==> config.mk <==
export PLATFORM = sky130hd
export DESIGN_NAME = instruction_fetch
export DESIGN_NICKNAME = d
export VERILOG_FILES = /design/src/rtl/instruction_fetch.sv
export SDC_FILE = /design/constraint.sdc
export NUM_CORES = 1
export LEC_CHECK = 0
export CAP_MARGIN = 40
export CORE_ASPECT_RATIO = 0.9
export CORE_MARGIN = 2
export CORE_UTILIZATION = 25
export CTS_CLUSTER_SIZE = 16
export DETAILED_ROUTE_END_ITERATION = 6
export PLACE_DENSITY = 0.62
export SYNTH_ARGS = -nofsm -noshare
export SYNTH_HDL_FRONTEND = slang
export SYNTH_SLANG_ARGS = --single-unit
==> constraint.sdc <==
create_clock -name clk -period 5.8 [get_ports clk]
set_input_delay 0.58 -clock clk [delete_from_list [all_inputs] [get_ports clk]]
set_output_delay 0.58 -clock clk [all_outputs]
set_load 0.03 [all_outputs]
==> src/rtl/instruction_fetch.sv <==
// Fetch stage: owns the PC, reads the instruction memory and presents the fetched word to
// decode over a valid/ready handshake, with stall, redirect/flush and a sticky PC fault.
module instruction_fetch #(
  parameter logic [31:0]  RESET_PC  = 32'h0000_0000,
  parameter int unsigned  MEM_BYTES = 4096
) (
  input  logic        clk,
  input  logic        reset_n,
  input  logic        stall,
  input  logic        pc_ld,
  input  logic [31:0] pc_target,
  input  logic [31:0] im_dout,
  output logic [31:0] im_addr,
  output logic        im_cs,
  output logic        im_rd,
  output logic        im_wr,
  output logic [31:0] im_din,
  output logic [31:0] ir,
  output logic [31:0] ir_pc,
  output logic [31:0] ir_pc4,
  output logic        ir_valid,
  input  logic        ir_ready,
  output logic        fault
);

  localparam int unsigned W      = 32;
  localparam logic [W-1:0] PC_MAX = W'(MEM_BYTES - 4);

  typedef enum logic [1:0] {IDLE, RUN, FAULT} state_t;

  state_t       state, state_nxt;
  logic [W-1:0] pc, pc_nxt;
  logic [W-1:0] ir_nxt, ir_pc_nxt, ir_pc4_nxt;
  logic         ir_valid_nxt, fault_nxt, sel, sel_nxt;
  logic         advance;

  // Misaligned or beyond the last full word of memory.
  function automatic logic illegal_pc(input logic [W-1:0] a);
    return (a[1:0] != 2'b00) || (a > PC_MAX);
  endfunction

  assign im_addr = pc;
  assign im_cs   = sel;
  assign im_rd   = sel;
  assign im_wr   = 1'b0;
  assign im_din  = '0;
  assign advance = !stall && (!ir_valid || ir_ready);

  always_ff @(posedge clk or negedge reset_n) begin
    if (!reset_n) begin
      state    <= IDLE;
      pc       <= RESET_PC;
      ir       <= '0;
      ir_pc    <= '0;
      ir_pc4   <= '0;
      ir_valid <= 1'b0;
      fault    <= 1'b0;
      sel      <= 1'b0;
    end else begin
      state    <= state_nxt;
      pc       <= pc_nxt;
      ir       <= ir_nxt;
      ir_pc    <= ir_pc_nxt;
      ir_pc4   <= ir_pc4_nxt;
      ir_valid <= ir_valid_nxt;
      fault    <= fault_nxt;
      sel      <= sel_nxt;
    end
  end

  // Next-state and datapath update; RUN rules are checked in priority order.
  always_comb begin
    state_nxt    = state;
    pc_nxt       = pc;
    ir_nxt       = ir;
    ir_pc_nxt    = ir_pc;
    ir_pc4_nxt   = ir_pc4;
    ir_valid_nxt = ir_valid;
    fault_nxt    = fault;

    case (state)
      IDLE: state_nxt = RUN;
      RUN: begin
        if (pc_ld) begin
          // Target loads even when illegal so the faulting address is visible.
          pc_nxt       = pc_target;
          ir_valid_nxt = 1'b0;
          if (illegal_pc(pc_target)) state_nxt = FAULT;
        end else if (illegal_pc(pc)) begin
          state_nxt = FAULT;
        end else if (advance) begin
          ir_nxt       = im_dout;
          ir_pc_nxt    = pc;
          ir_pc4_nxt   = W'(pc + W'(4));
          ir_valid_nxt = 1'b1;
          pc_nxt       = W'(pc + W'(4));
        end else if (ir_valid && ir_ready) begin
          ir_valid_nxt = 1'b0;
        end
      end
      FAULT: state_nxt = FAULT;
      default: state_nxt = IDLE;
    endcase

    if (state_nxt == FAULT) begin
      ir_valid_nxt = 1'b0;
      fault_nxt    = 1'b1;
    end
    sel_nxt = (state_nxt == RUN);
  end

endmodule
Word-level counts from Yosys, hierarchy flattened
Cells that the tools add are included.
- add/sub/neg operators: 1
- order comparisons: 2
- equal/unequal tests: 6
- multiplexer cells: 13
- bitwise gates (word level): 2
- reduce and logical (&&, ||, !) cells: 16
- operators by type and width (cell ; count):
    two-way mux 32 bit ; 3
    > comparator 32 x 12 -> 1 bit (second input constant) ; 2
    adder 32 x 3 -> 32 bit (second input constant) ; 1
    nonzero test 2 bit ; 4
    two-way mux 1 bit ; 6
    two-way mux 2 bit ; 3
    one-hot mux 2 bit (3 select lines) ; 1
    AND reduction 3 bit ; 2
    == test 2 x 1 -> 1 bit (second input constant) ; 2
    == test 2 bit (second input constant) ; 2
    AND reduction 4 bit ; 1
    nonzero test 4 bit ; 1
    logical OR 1 bit ; 3
    != test 3 x 2 -> 1 bit (second input constant) ; 1
    logical AND 1 bit ; 2
    logical NOT 1 bit ; 2
    logical NOT 2 bit ; 1
    != test 2 bit (second input constant) ; 1
    inverter 1 bit ; 2
- register bits after elaboration: 133
- input bits: 69
- output and inout bits: 165
- word-level logic and storage cells: 48

Longest topological paths before layout
- word-level depth: 8
- gate-level depth with buffers: 9
- depth with buffers taken out: 7

Worst setup path after synthesis
No wires, ideal clock.
- path type: flip-flop to flip-flop
- from: register pc[21] (netlist: im_addr[21])
- to: register ir_pc[11]
- setup time: 0.125 ns
- arrival time: 1.971 ns
- required time: 5.675 ns
- setup slack: 3.704 ns
- stages on the path, launching flop included: 6
- buffers on the path: 1
- period minus slack after synthesis: 2.096 ns
- cell sequence: dfrtp_1 > nor4_1 > nand4_1 > nor3_4 > buf_2 > mux2_2
- cells in the longest elaborated chain, start to end: 4
- ends and longest elaborated chain (item ; line ; text):
    start: declaration ; 32 ; logic [W-1:0] pc, pc_nxt;
    start signal: assignment ; 61 ; pc <= pc_nxt;
    > comparator 32 x 12 -> 1 bit ; 39 ; return (a[1:0] != 2'b00) || (a > PC_MAX);
    logical OR 1 bit ; 39 ;
    inverter 1 bit (no line) ; -- ;
    AND reduction 4 bit (no line) ; -- ;
    end signal: assignment ; 63 ; ir_pc <= ir_pc_nxt;
    end: declaration ; 19 ; output logic [31:0] ir_pc,
No other way between the ends.
A chain may end at the register's enable or synchronous reset.

Worst setup path after layout
- from: register pc[29] (netlist: im_addr[29])
- to: register ir[3]
- cells in the longest elaborated chain, start to end: 4
- ends and longest elaborated chain (item ; line ; text):
    > comparator 32 x 12 -> 1 bit ; 39 ;
    logical OR 1 bit ; 39 ;
    inverter 1 bit (no line) ; -- ;
    AND reduction 4 bit (no line) ; -- ;
    end signal: assignment ; 62 ; ir <= ir_nxt;
    end: declaration ; 18 ; output logic [31:0] ir,
No other way between the ends.

==> metrics.csv <==
stage,metric,value,unit
clocking,htree depth,4,
pwr,Worst IR Drop VDD,0.152,mV
critical_path,"Cell Chain, Critical Path","nor4_1, nand4_1, nor3_4, buf_4, mux2_1",
yosys,number of flops mapped to enable cells by yosys,0,
sta,setup TNS,0,ns
sta,skew final,0.00679,ns
pwr,share of power burned in registers,41.5,%
clocking,TritonCTS buffer count,17,
floorplan,core outline area,21600,µm²
placed_design,DP Area,7700,µm²
pwr,Int Pwr,1720,µW
sta,Finish-stage setup viols,0,
clocking,hold buffer count at cts,0,
critical_path,Crit Path Class,flip-flop to flip-flop,
pwr,Clk pwr share,52.2,%
sta,Max Clk Rate,366,MHz
critical_path,Worst EP required,6.08,ns
global_routing,gr usage total,12.8,%
pwr,Pwr Density,268,nW/µm²
critical_path,FF-to-FF setup slack,3.07,ns
floorplan,Die ar.,23200,µm²
final_layout,area grow syn2layout,51.6,%
clocking,clk sinks,131,
critical_path,crit-path max FO,61,
yosys,synthesized area per cell,12.2,µm²
floorplan,Starting Density,25.4,%
pwr,Leak,0.00379,µW
yosys,top-count cell post-synth,dfrtp_1,
pwr,Combinational Power Share,6.3,%
final_layout,layout cells sized above 1,12.2,%
yosys,"Async S/R FF share, synth",100,%
global_routing,gr ovfl total,0,
routing,Final ANT Viol Nets,0,
yosys,Post-Syn Instances,453,
routing,Via density,4.20,
floorplan,Die X,160,µm
yosys,"flops & latches, synth",131,
pwr,Sw Share,23.1,%
critical_path,Crit-path slowest cell,buf_4,
yosys,area share of the largest cell type after synthesis,59.6,%
critical_path,Reg2Reg Capture Point,ir[3],
clocking,Clock Pin Slew Worst Setup and Hold Paths,0.06,ns
placed_design,DP HPWL,10500,µm
global_routing,first-pass GRT wire length,22700,µm
clocking,"Gates resized, CTS repair",0,
yosys,Post-synth top cells,"dfrtp_1 (131), nor2b_1 (42), buf_4 (41), mux2_2 (39), nor2_1 (24)",
pwr,NetSw,515,µW
sta,min cycle time layout,2.73,ns
critical_path,Startpoint Class,flip-flop,
clocking,postcts setup bufs,0,
clocking,"Clk Latency, worst-skew pair",0.41,ns
clocking,clk buf depth,2,
critical_path,Worst EP arrival,3.01,ns
yosys,Yosys cell types,41,
sta,RSZ-0062 raised after global routing,no,
yosys,predominant post-synthesis flop cell,dfrtp_1,
yosys,"Seq/Total Area, Yosys",59.6,%
run,maxcap violations,0,
placed_design,GPL Wtd Cong,0.815,
run_status,status,"finished, final reports clean",
sta,Fin. Hold Viols,0,
critical_path,CP startpoint,im_addr[29],
final_layout,design area,8340,µm²
placed_design,port buffer count,200,
routing,drt pass-1 iters,4,
yosys,post-synth top area cell,dfrtp_1,
routing,Routed WL,14400,µm
yosys,yosys warns,0,
clocking,CTS tree,done,
critical_path,max incr delay on CP,0.56,ns
global_routing,vias in the first global route,4051,
sta,Slew headroom,55.2,%
critical_path,crit end category,flip-flop,
final_layout,final core utilization,38.6,%
final_layout,Final nets,726,
global_routing,initial antenna violation count,0,
floorplan,num rows,51,
clocking,CTS root buffer,clkbuf_16,
sta,final slew viol count,0,
critical_path,worst reg2reg path startpoint,im_addr[29],
routing,DRT iter0 DRCs,180,
final_layout,# diodes,0,
pwr,Tot Pwr,2230,µW
yosys,Area contributors post-synth,"dfrtp_1 (60%), mux2_2 (8.0%), buf_4 (5.6%)",
routing,vias post-DR,4024,
yosys,Mapped Area,5500,µm²
critical_path,R2R cell count,5,
floorplan,Top Ports,234,
sta,Tcrit/Tclk final,47.1,%
worst_hold_path,Hold WC Path Type,primary input to async pin,
floorplan,Die Height,145,µm
sta,hold_ws,0.133,ns
global_routing,largest net degree at the start of global routing,64,
sta,worst slew pin tran,0.673,ns
routing,DRC viols,0,
routing,routed length per instance,15.1,µm
==> critical path: cells and delay by family, from the launching register on <==
| family | cells | cell delay, ns |
|---|---|---|
| and+or+nand+nor | 3 | 1.21 |
| DFF | 1 | 0.40 |
| buffers and inverters | 1 | 0.56 |
| muxes | 1 | 0.39 |
==> how the worst max path moves through the flow <==
stage	end	cells after the start
finish	ir[3]	5
global route	ir_pc[6]	5
CTS	ir_pc[6]	5
detailed placement	ir_pc[6]	7
global placement	im_addr[26]	5
floorplan	ir_pc[11]	5
==> state kept, by name, summed over array words and instances (netlist names) <==
register  count
im_addr      32
ir           32
ir_pc        32
ir_pc4       30
state         2
fault         1
im_cs         1
ir_valid      1
==> cell families (layout without fill, tap and decap cells) <==
logic type / count (synthesis) / count (layout) / synth area share, %
simple gates: 123 / 123 / 12.3
other cells: 1 / 33 / 0.0681
flops: 131 / 131 / 59.6
xor+xnor: 10 / 10 / 1.59
buf+inv: 75 / 256 / 8.23
mux: 55 / 55 / 11.2
fa+ha+maj: 4 / 4 / 0.909
compound gates: 54 / 54 / 6.09
==> power by group through the flow <==
stage	registers (µW)	clock network, µW	logic (µW)
2_1_floorplan	952	0	60.9
3_3_place_gp	944	0	139
3_5_place_dp	944	0	142
4_1_cts	927	1200	143
5_1_grt	928	1250	153
6_report	927	1160	141
==> placed cells by master (no fill, tap or decap), types with 7 or more instances in the layout <==
master / n
clkdlybuf4s50_1: 199
dfrtp_1: 131
nor2b_1: 42
mux2_2: 39
conb_1: 33
nor2_1: 24
inv_1: 17
clkbuf_16: 17
nand3_1: 16
o21ai_0: 16
mux2_1: 14
a21oi_1: 13
nor4_1: 10
nand2_1: 10
a22oi_1: 7
xnor2_1: 7
==> cell type report <==
type / instances / area, µm²
Inverter: 17 / 63.8
Clock inverter: 14 / 203
Timing Repair Buffer: 207 / 2090
Multi-Input combinational cell: 279 / 1910
Clock buffer: 18 / 439
Tap cell: 291 / 364
Sequential cell: 131 / 3280
Fill cell: 2110 / 13300
==> through the flow <==
step	setup slack (ns)	cells
finish	3.07	957
global route	2.86	957
CTS	3.06	957
detailed placement	2.84	925
global placement	2.89	922
floorplan	3.70	485
==> layer usage <==
metal | GRT usage [%] | routed length, µm
met1 | 16.9 | 6600
met2 | 18.6 | 6340
met3 | 5.47 | 1320
met4 | 4.55 | 150
met5 | 0 | 0
Power figures use the tool's default switching activity.
==> RTL change 1, RTL diff (same flow settings) <==
Re-encode `state_t` (3 states) as one-hot, 3 bits wide.
--- a/src/rtl/instruction_fetch.sv
+++ b/src/rtl/instruction_fetch.sv
@@ -26,7 +26,7 @@
   localparam int unsigned W      = 32;
   localparam logic [W-1:0] PC_MAX = W'(MEM_BYTES - 4);
 
-  typedef enum logic [1:0] {IDLE, RUN, FAULT} state_t;
+  typedef enum logic [2:0] {IDLE = 3'b001, RUN = 3'b010, FAULT = 3'b100} state_t;
 
   state_t       state, state_nxt;
   logic [W-1:0] pc, pc_nxt;
Check against the original RTL: same outputs for any inputs over 4 cycles, from zero or initial values and one cycle with reset_n low; so few cycles prove little.
==> RTL change 1 against the original RTL <==
- sequential cell count up 1
- routed wire length up 3.4%
- synthesized cell count decreased by 2.2%
- final area down 0.83%
- sequential share of layout area is 0.64 points higher
- area after synthesis is 1.8% higher
- setup slack better by 0.25 ns
- die area is 1.7% higher
- critical endpoint is now im_addr[2]
Power is not compared: it rests on default switching activity, and its combinational part moved more than twofold at a synthesized area within 25%.
==> RTL change 1: results (changes against the original RTL) <==
[metrics] cts bufs inserted: 17 (unchanged)
[metrics] maximum number of pins on one net before global-route repair: 82 (+28%)
[metrics] biggest fanout along the worst timing path: 19 (-69%)
[metrics] Filler Cells Inserted: 2129 (+0.90%)
[metrics] compound-cell area share of the yosys netlist: 8.49% (+2.4 points)
[metrics] number of cells traversed by the worst register-to-register path: 5 (unchanged)
[metrics] violation count after the first detailed-routing iteration: 171 (-5.0%)
[metrics] launching element of the worst setup path: stall
[metrics] via count of the first global-routing pass: 4089 (+0.94%)
[metrics] Max Clock Skew: 0.00825 ns (+0.00146 ns)
[metrics] final WL: 14900 microns (+3.4%)
[metrics] gpl congestion: 0.724 (-11%)
[metrics] power after layout: 3120 uW
[metrics] via count of the routed design: 3904 (-3.0%)
[metrics] RR Startpoint: im_addr[27]
[metrics] # placed instances: 914 (-1.2%)
[metrics] area share of fa/ha/maj cells after synthesis: 0.223% (-0.69 points)
[metrics] sum of net half-perimeters after detailed placement: 10600 microns (+0.89%)
[metrics] nets@finish: 712 (-1.9%)
[metrics] cell types with the largest area share after synthesis: sky130_fd_sc_hd__dfrtp_1 (59%), sky130_fd_sc_hd__mux2_4 (9.4%), sky130_fd_sc_hd__buf_4 (5.0%)
[metrics] iteration count of the initial detailed-routing pass: 6 (+2)
[metrics] arrival time at the worst endpoint: 2.79 ns (-0.22 ns)
[metrics] multiplexer share of the synthesized area: 9.38% (-1.8 points)
[metrics] outcome: completed
[metrics] post-synthesis sequential area ratio: 59.0% (-0.58 points)
[metrics] wire length of the first global-routing pass: 23600 microns (+3.6%)
[metrics] count of cell types in the netlist: 49 (+20%)
[metrics] commonest cells in the synthesized netlist: sky130_fd_sc_hd__dfrtp_1 (131), sky130_fd_sc_hd__and2_1 (42), sky130_fd_sc_hd__buf_4 (37), sky130_fd_sc_hd__mux2_4 (35), sky130_fd_sc_hd__nand2_1 (31)
[metrics] initial antenna violation count: 1 (+1)
[metrics] normalized max-slew margin: 44.8% (-10 points)
[metrics] synthesized-area fraction occupied by xor and xnor cells: 1.56% (-0.028 points)
[metrics] final std cells w/o fill: 947 (-1.0%)
[metrics] Fin Hold WS: 0.202 ns (+0.0692 ns)
[metrics] aggregate global-route resource usage: 12.9% (+0.15 points)
[metrics] reg-to-reg endpoint: im_addr[2]
[metrics] Post-Syn Instances: 443 (-2.2%)
[metrics] fraction of final layout cells with drive strength greater than 1: 12.8% (+0.66 points)
[metrics] setup slack on the worst flop-to-flop path: 3.32 ns (+0.25 ns)
RTL change 1: cell count changes in the layout (fill, tap and decap cells not counted), sizes merged, moves of 4 or more:
cell,before,now
clkbuf,18,23
mux2,53,35
o22ai,3,14
nor2b,42,1
inv,20,14
nand3,16,5
a22oi,7,0
o2bb2ai,4,0
nor2,24,11
and2,1,43
nand2,10,31
a22o,0,17
RTL change 1: layer usage:
metal	GRT usage (%)	share of wire [%]
met5	0	0
met4	4.29	1.7
met3	4.52	7.1
met2	19.0	44
met1	17.7	47
RTL change 1: cells by family after synthesis:
group | after synthesis
xor+xnor | 10
buf+inv | 70
fa+ha+maj | 1
flops | 132
compound gates | 69
simple gates | 125
mux | 35
other cells | 1
RTL change 1: critical path, stage by stage:
cell                              delay (ns)
sky130_fd_sc_hd__clkdlybuf4s50_1        0.46
sky130_fd_sc_hd__nor4b_4                0.36
sky130_fd_sc_hd__nand3_2                0.13
sky130_fd_sc_hd__nor3_2                 0.60
sky130_fd_sc_hd__nor2_2                 0.34
sky130_fd_sc_hd__a211oi_1               0.31
RTL change 1: area by class of cell:
cell class | instances | area share, %
sequential | 132 | 39.9
timing repair buffer | 204 | 24.6
multi-input combinational | 273 | 23.7
clock buffer | 23 | 5.78
tap | 291 | 4.40
clock inverter | 9 | 0.953
inverter | 14 | 0.635
antenna | 1 | 0.0302
RTL change 1: per-stage QoR:
stage	setup WS [ns]	cell area [sq um]	util, %
final	3.32	8270	37.9
after global routing	3.10	8270	37.9
after detailed placement	2.88	7710	35.3
after global placement	2.97	7710	35.3
after CTS	3.25	8270	37.9
after floorplan	3.91	5720	-
==> RTL change 2, RTL diff (same flow settings) <==
Made on the original files. The parameter `MEM_BYTES` goes from 4096 to 2048.
--- a/src/rtl/instruction_fetch.sv
+++ b/src/rtl/instruction_fetch.sv
@@ -2,7 +2,7 @@
 // decode over a valid/ready handshake, with stall, redirect/flush and a sticky PC fault.
 module instruction_fetch #(
   parameter logic [31:0]  RESET_PC  = 32'h0000_0000,
-  parameter int unsigned  MEM_BYTES = 4096
+  parameter int unsigned  MEM_BYTES = 2048
 ) (
   input  logic        clk,
   input  logic        reset_n,
Formal check against the unedited RTL: not equivalent (a bounded check fails within 4 cycles, from zero or initial values and one cycle with reset_n low).
==> RTL change 2 against the original RTL <==
- fmax grew 0.73%
- first-iteration DRC count grew 30%
- final area is essentially flat
- critical path depth is the same
- setup slack gained 0.020 ns
- routed wire length grew 5.8%
- area after synthesis grew 0.48%
- die area grew 0.46%
- sequential cell count is the same
Power is not compared: it rests on default switching activity, and its combinational part moved more than twofold at a synthesized area within 25%.
==> RTL change 2: results (changes against the original RTL) <==
[metrics] outcome: completed
[metrics] synthesized-area fraction occupied by xor and xnor cells: 1.27% (-0.32 points)
[metrics] via count of the routed design: 4128 (+2.6%)
[metrics] fraction of final layout cells with drive strength greater than 1: 12.2% (+0.047 points)
[metrics] launching element of the worst setup path: im_addr[25]
[metrics] # placed instances: 947 (+2.4%)
[metrics] nets@finish: 748 (+3.0%)
[metrics] final std cells w/o fill: 980 (+2.4%)
[metrics] count of cell types in the netlist: 40 (-2.4%)
[metrics] routed length per instance: 15.6 microns (+3.4%)
[metrics] met2 track demand over resource: 18.8% (+0.15 points)
[metrics] placed instance area: 7750 sq um (+0.62%)
[metrics] post-synthesis sequential area ratio: 59.3% (-0.28 points)
[metrics] compound-cell area share of the yosys netlist: 6.27% (+0.17 points)
[metrics] Fin Hold WS: 0.143 ns (+0.00968 ns)
[metrics] Max Clock Skew: 0.00860 ns (+0.00182 ns)
[metrics] violation count after the first detailed-routing iteration: 234 (+30%)
[metrics] multiplexer share of the synthesized area: 9.55% (-1.7 points)
[metrics] mean instance size in the synthesized netlist: 11.6 sq um (-4.6%)
[metrics] standard cell with the maximum stage delay on the critical path: sky130_fd_sc_hd__a22o_1
[metrics] via count of the first global-routing pass: 4003 (-1.2%)
[metrics] aggregate global-route resource usage: 13.2% (+0.41 points)
[metrics] cell types with the largest area share after synthesis: sky130_fd_sc_hd__dfrtp_1 (59%), sky130_fd_sc_hd__mux2_2 (8.3%), sky130_fd_sc_hd__and2_1 (5.3%)
[metrics] commonest cells in the synthesized netlist: sky130_fd_sc_hd__dfrtp_1 (131), sky130_fd_sc_hd__and2_1 (47), sky130_fd_sc_hd__nand2_1 (44), sky130_fd_sc_hd__mux2_2 (41), sky130_fd_sc_hd__buf_4 (36)
[metrics] highest attainable clock frequency: 369 MHz (+0.73%)
[metrics] Worst Tran Pin Value: 0.701 ns (+0.0283 ns)
[metrics] gpl congestion: 0.808 (-0.83%)
[metrics] Worst Setup EP: im_addr[2]
[metrics] worst setup slack before clock tree synthesis: 2.68 ns (-0.160 ns)
[metrics] area share of fa/ha/maj cells after synthesis: 0.905% (-0.0043 points)
[metrics] global routing usage on met1: 18.1% (+1.2 points)
RTL change 2: cell types whose count changed after synthesis, sizes merged, moves of 3 or more:
cell	before	now
and2	1	47
nor2b	42	0
nand2	10	44
o21ai	16	30
nor2	24	13
clkbuf	8	15
inv	17	10
mux2	53	46
buf	50	44
nand4	4	8
o2bb2ai	4	1
RTL change 2: layer usage:
layer,part of all wire (%),vias to the layer above
met3,7.7,20
met4,1.7,0
met2,44,149
li1,-,1954
met1,47,2005
met5,0,-
RTL change 2: final cells by class:
type / count / area, sq um
multi-input cells: 309 / 1980
repair buffers: 206 / 2090
well taps: 291 / 364
clock inverters: 13 / 135
inverters: 10 / 37.5
diodes: 1 / 2.50
flip-flops and latches: 131 / 3280
fillers: 2135 / 13400
clock buffers: 19 / 453
RTL change 2: worst max-delay path, delay by kind of cell (launching register included):
kind	cells	cell delay [ns]
flops	1	0.45
compound gates	3	1.16
simple gates	2	1.02
